<file path="src/rtl/dot_product_seq.sv">
// dot_product_seq
// Streaming dot-product engine. LANES element pairs arrive per accepted beat
// and are multiplied and accumulated over N_ELEM elements. The finished sum
// is then held on a registered valid/ready output until it is consumed.
// Build option: define DOT_PRODUCT_SIGNED_EN for two's-complement operands
// and result. Without it, operands are unsigned and zero-extended.
module dot_product_seq #(
   parameter int N_ELEM = 4,
   parameter int W      = 32,
   parameter int LANES  = 1,
   parameter int ACC_W  = 2*W + $clog2(N_ELEM) + 1
) (
   input  logic               clk,
   input  logic               rst_n,
   input  logic               clr,
   input  logic               in_valid,
   output logic               in_ready,
   input  logic [LANES*W-1:0] in_x,
   input  logic [LANES*W-1:0] in_y,
   output logic               out_valid,
   input  logic               out_ready,
   output logic [ACC_W-1:0]   out_result,
   output logic [31:0]        out_count
);

   localparam int BEATS = N_ELEM / LANES;
   localparam int CNT_W = (BEATS > 1) ? $clog2(BEATS) : 1;
   // Products are formed at the wider of 2W and ACC_W, so that a narrowed
   // ACC_W simply truncates the result.
   localparam int EXT_W = (ACC_W > 2*W) ? ACC_W : 2*W;
   localparam logic [CNT_W-1:0] LAST_BEAT = CNT_W'(BEATS - 1);

   typedef enum logic {
      ACCUM = 1'b0,
      HOLD  = 1'b1
   } state_t;

   state_t           state;
   state_t           state_nxt;
   logic [CNT_W-1:0] beat_cnt;
   logic [ACC_W-1:0] acc;
   logic [ACC_W-1:0] beat_sum;
   logic             accept;
   logic             abort;
   logic             final_beat;
   logic             release_res;

   // Full 2W-bit product of one lane pair, extended to ACC_W. The extension
   // follows operand signedness. If ACC_W < 2W, the upper bits are discarded.
   function automatic logic [ACC_W-1:0] lane_product(input logic [W-1:0] a,
                                                     input logic [W-1:0] b);
`ifdef DOT_PRODUCT_SIGNED_EN
      logic signed [2*W-1:0]   a_ext;
      logic signed [2*W-1:0]   b_ext;
      logic signed [2*W-1:0]   prod;
      logic signed [EXT_W-1:0] prod_ext;
      a_ext    = $signed({{W{a[W-1]}}, a});
      b_ext    = $signed({{W{b[W-1]}}, b});
      prod     = a_ext * b_ext;
      prod_ext = EXT_W'(prod);
`else
      logic [2*W-1:0]   a_ext;
      logic [2*W-1:0]   b_ext;
      logic [2*W-1:0]   prod;
      logic [EXT_W-1:0] prod_ext;
      a_ext    = {{W{1'b0}}, a};
      b_ext    = {{W{1'b0}}, b};
      prod     = a_ext * b_ext;
      prod_ext = EXT_W'(prod);
`endif
      return prod_ext[ACC_W-1:0];
   endfunction

   // Accumulator addition. It wraps modulo 2^ACC_W with no overflow flag, and
   // is the same operation for signed and unsigned operands.
   function automatic logic [ACC_W-1:0] acc_add(input logic [ACC_W-1:0] a,
                                                input logic [ACC_W-1:0] b);
      logic [ACC_W:0] sum;
      sum = {1'b0, a} + {1'b0, b};
      return sum[ACC_W-1:0];
   endfunction

   // Sum of the LANES products of the beat currently presented.
   always_comb begin
      beat_sum = '0;
      for (int i = 0; i < LANES; i++) begin
         beat_sum = acc_add(beat_sum, lane_product(in_x[i*W +: W], in_y[i*W +: W]));
      end
   end

   // Handshake qualifiers. clr in ACCUM beats any beat, including the final one.
   always_comb begin
      accept      = (state == ACCUM) && in_valid && !clr;
      abort       = (state == ACCUM) && clr;
      final_beat  = accept && (beat_cnt == LAST_BEAT);
      release_res = (state == HOLD) && out_ready;
   end

   // Next-state logic. in_ready depends on state alone.
   always_comb begin
      state_nxt = state;
      in_ready  = 1'b0;
      case (state)
         ACCUM: begin
            in_ready = 1'b1;
            if (final_beat) begin
               state_nxt = HOLD;
            end
         end
         HOLD: begin
            if (out_ready) begin
               state_nxt = ACCUM;
            end
         end
         default: state_nxt = ACCUM;
      endcase
   end

   // State register.
   always_ff @(posedge clk or negedge rst_n) begin
      if (!rst_n) begin
         state <= ACCUM;
      end else begin
         state <= state_nxt;
      end
   end

   // Running accumulator and beat position within the current vector.
   always_ff @(posedge clk or negedge rst_n) begin
      if (!rst_n) begin
         acc      <= '0;
         beat_cnt <= '0;
      end else if (abort || final_beat) begin
         acc      <= '0;
         beat_cnt <= '0;
      end else if (accept) begin
         acc      <= acc_add(acc, beat_sum);
         beat_cnt <= beat_cnt + CNT_W'(1);
      end
   end

   // Result register. It is loaded with the final sum and held until consumed.
   always_ff @(posedge clk or negedge rst_n) begin
      if (!rst_n) begin
         out_result <= '0;
         out_valid  <= 1'b0;
      end else if (final_beat) begin
         out_result <= acc_add(acc, beat_sum);
         out_valid  <= 1'b1;
      end else if (release_res) begin
         out_valid  <= 1'b0;
      end
   end

   // Count of delivered results. It wraps naturally at 2^32.
   always_ff @(posedge clk or negedge rst_n) begin
      if (!rst_n) begin
         out_count <= '0;
      end else if (release_res) begin
         out_count <= out_count + 32'd1;
      end
   end

endmodule

</file>
<file path="config.mk">
export PLATFORM = sky130hd
export DESIGN_NAME = dot_product_seq
export DESIGN_NICKNAME = d
export VERILOG_FILES = /design/src/rtl/dot_product_seq.sv
export SDC_FILE = /design/constraint.sdc
export NUM_CORES = 2
export LEC_CHECK = 0
export ABC_AREA = 1
export CORE_MARGIN = 5
export CORE_UTILIZATION = 55
export CTS_CLUSTER_SIZE = 8
export DETAILED_ROUTE_END_ITERATION = 7
export PLACE_DENSITY = 0.76
export RECOVER_POWER = 25
export SETUP_SLACK_MARGIN = 0.05
export SYNTH_ARGS = -nofsm -noshare
export SYNTH_HDL_FRONTEND = slang
export SYNTH_SLANG_ARGS = --single-unit
</file>
<file path="constraint.sdc">
create_clock -name clk -period 6.5 [get_ports clk]
set_clock_uncertainty 0.1 [all_clocks]
set_input_delay 1.3 -clock clk [delete_from_list [all_inputs] [get_ports clk]]
set_output_delay 1.3 -clock clk [all_outputs]
set_load 0.01 [all_outputs]
</file>
==> results.txt <==
- Synthesized area per cell: 7.58 um2
- Counting distinct cell types in the post-synthesis netlist gives 34.
- Total of endpoints with negative setup slack in the final report: 114
- NumNets Final: 7735
* Die boundary height: 294 um
* Synth Flop Type: sky130_fd_sc_hd__dfrtp_1
- Final weighted congestion in routability-driven placement: 0.970
- Synth top cells by count: sky130_fd_sc_hd__inv_1 (1913), sky130_fd_sc_hd__nand2_1 (1831), sky130_fd_sc_hd__fa_1 (962), sky130_fd_sc_hd__ha_1 (258), sky130_fd_sc_hd__clkbuf_1 (209)
- The first TritonRoute pass finished after 8 iterations.
- Library cell with the highest instance count after synthesis: sky130_fd_sc_hd__inv_1
* Remaining Overflow, GRT: 0
- Data arrival at the endpoint of the critical path: 8300 ps
- Clock-pin slew was measured on the worst setup and hold paths at 80 ps.
* Endpoints failing hold: 0
* Post-synth net total: 7151
* Path category of the worst min-delay check: flop to flop
- Counting flops and latches in the post-synthesis netlist gives 170.
* Minimum setup slack in the final design: -1560 ps
- For this block, the initial DRC count from the detailed router was 4589.
* Floorplan die width: 294 um
- Once detail routing completed, the nets flagged for antenna violations numbered 0.
- Layout overhead on the synthesized area: 31.1%
- Residual DRC: 0
* Highest attainable clock frequency: 0.124 GHz
* Library cell with the largest summed area after synthesis: sky130_fd_sc_hd__fa_1
* Inserted Diodes: 0
- For the pin with the worst max-slew slack, the measured transition is 4500 ps.
* Skew-Pair Late Insertion Delay: 480 ps
- STA puts the critical path data required time at 6740 ps.
- Cell area after synthesis: 44500 um2
- Critical path startpoint category: input pin
- The checks that failed: capacitance limit, slew limit, setup timing.
- Port Buffers: 169
* Maximum fanout along the worst path: 4
- Clock sinks: 170
- Floorplan Core Area: 80300 um2
* Post-route fraction of the period consumed by the critical path: 124%
* Setup total negative slack: -134870 ps
- Setup repair after global routing could not meet its margin everywhere.
- The worst setup path is of the input pin to flop kind.
- Global router's overall resource usage: 35.8%
* Max-cap violations: 1
* First-pass GRT wire length: 241 mm
- The H-tree was split into 4 levels.
- Ranked by total cell area, the synthesized netlist is headed by sky130_fd_sc_hd__fa_1 (43%), sky130_fd_sc_hd__inv_1 (16%), sky130_fd_sc_hd__nand2_1 (15%).
* Final count of pins violating max slew: 92
* Final critical-path required period: 8060 ps
- The routed layout has 41343 vias.
- The die covers 86600 um2.
* Rows: 104
- Register area share after synthesis: 9.57%
- Area share of the largest cell type after synthesis: 43.3%
- Entering global routing, the biggest net connects 92 pins.
- Post-Route WL: 163 mm
- In this run the tightest slew margin relative to its limit is -200%.
- The clock passes through at most 2 buffers.
- Wire length per cell: 21.7 um
* Detailed-route vias per instance: 5.50
* CTS root buffer: sky130_fd_sc_hd__clkbuf_16
- On the final layout, the worst hold slack is 384 ps.
- In the synthesized netlist the async set-or-reset flop fraction comes to 100%.
- Crit path largest cell delay: 880 ps
* Cts hold-fix bufs: 0
- Outcome: finished with violations
* Initial Util: 55.4%
- Kind of capture point of the worst setup path: flop
- Pin placement for this block handled 170 I/O pins.
- The number of global-route vias before repair came to 43774.
* Library cell contributing the largest single delay on the critical path: sky130_fd_sc_hd__fa_1
* Proportion of layout cells with a drive suffix above 1: 25.2%
- Synthesized instance count: 5862
* Count of yosys warnings during synthesis: 0
- Initial antenna violation count: 0
- Number of enable-type register cells in the synthesized netlist: 0
- Total CTS buffers: 17
* TritonCTS clock tree: yes
- The HPWL after detailed placement is 109 mm.
## cells in the final DEF, fill, tap and decap left out, types with 16 or more instances in the layout
| cell | instances |
|---|---|
| sky130_fd_sc_hd__a21oi_1 | 19 |
| sky130_fd_sc_hd__buf_12 | 104 |
| sky130_fd_sc_hd__buf_16 | 20 |
| sky130_fd_sc_hd__buf_4 | 361 |
| sky130_fd_sc_hd__buf_6 | 118 |
| sky130_fd_sc_hd__buf_8 | 28 |
| sky130_fd_sc_hd__bufbuf_16 | 16 |
| sky130_fd_sc_hd__clkbuf_16 | 20 |
| sky130_fd_sc_hd__clkdlybuf4s50_1 | 104 |
| sky130_fd_sc_hd__dfrtp_1 | 170 |
| sky130_fd_sc_hd__fa_1 | 890 |
| sky130_fd_sc_hd__fa_2 | 72 |
| sky130_fd_sc_hd__ha_1 | 206 |
| sky130_fd_sc_hd__ha_4 | 48 |
| sky130_fd_sc_hd__inv_1 | 1705 |
| sky130_fd_sc_hd__inv_2 | 200 |
| sky130_fd_sc_hd__nand2_1 | 1492 |
| sky130_fd_sc_hd__nand2_2 | 241 |
| sky130_fd_sc_hd__nand2_4 | 99 |
| sky130_fd_sc_hd__nand3_1 | 46 |
| sky130_fd_sc_hd__nand3_2 | 61 |
| sky130_fd_sc_hd__nand3_4 | 19 |
| sky130_fd_sc_hd__nor2_1 | 62 |
| sky130_fd_sc_hd__nor2_2 | 24 |
| sky130_fd_sc_hd__nor2_4 | 51 |
| sky130_fd_sc_hd__o21ai_0 | 19 |
| sky130_fd_sc_hd__o21ai_1 | 19 |
| sky130_fd_sc_hd__o22ai_1 | 17 |
| sky130_fd_sc_hd__xnor2_1 | 18 |
| sky130_fd_sc_hd__xor2_1 | 21 |
## worst max-delay path, delay by kind of cell
| kind | cells | cell delay [ps] |
|---|---|---|
| XOR/XNOR | 1 | 150 |
| AND/OR/NAND/NOR | 6 | 510 |
| buffers and inverters | 13 | 1270 |
| adder cells (fa/ha/maj) | 9 | 4870 |
| AO/OA/AOI/OAI | 2 | 180 |
## sequential cells by signal, indices dropped and copies added (netlist names)
name / cells
beat_cnt: 2
out_result: 67
out_count: 32
out_valid: 1
acc: 67
state: 1
## per-layer routing
metal / global-route usage [%] / up-vias / part of all wire (%)
li1: - / 17315 / -
met1: 46.4 / 19894 / 34
met2: 56.5 / 3058 / 44
met3: 6.92 / 1076 / 12
met4: 20.8 / 0 / 9.3
met5: 0 / - / 0
## per-stage QoR
step | utilization (%) | area (um2) | std cells | worst slack [ps]
floorplan | - | 45800 | 5862 | -637
global placement | 63.9 | 51300 | 7279 | -1880
detailed placement | 63.9 | 51300 | 7279 | -1900
CTS | 70.6 | 56700 | 7482 | -979
global route | 72.6 | 58300 | 7519 | -1610
finish | 72.6 | 58300 | 7519 | -1560
## cell type report
cell class,count,area [um2]
Multi-Input combinational cell,3556,36000
Fill cell,5356,22000
Inverter,1917,7230
Clock inverter,15,139
Tap cell,1060,1330
Timing Repair Buffer,784,8930
Sequential cell,170,4250
Clock buffer,17,425
## logic make-up after synthesis
group | share of synthesized area (%)
flops | 9.57
buf+inv | 18.1
fa+ha+maj | 50.6
compound gates | 1.34
simple gates | 19.2
xor+xnor | 1.22
## timing repair
| item | in CTS | in global routing |
|---|---|---|
| gates cloned | 38 | 3 |
| endpoints found under the hold margin | 0 | 0 |
| setup endpoints to repair | 116 | 116 |
| gates resized for setup | 1037 | 465 |
| pin swaps | 353 | 307 |
| setup buffers | 141 | 44 |
## path summary, 6_finish.rpt
kind                       slack (ps)            from  depth (start not counted)        endpoint
setup / recovery                -1560        in_x[24]                         31  out_result[30]
hold / removal                    380  out_result[38]                          2  out_result[38]
setup reg to reg                 -560         acc[28]                         27  out_result[65]
hold reg to reg                   380  out_result[38]                          2  out_result[38]
max in group asynchronous        1260           rst_n                          1         acc[19]
min in group asynchronous        2490           rst_n                          1  out_result[62]
Power is not shown: default switching activity piles up to over one toggle a cycle in this logic, so the estimate is an artifact.
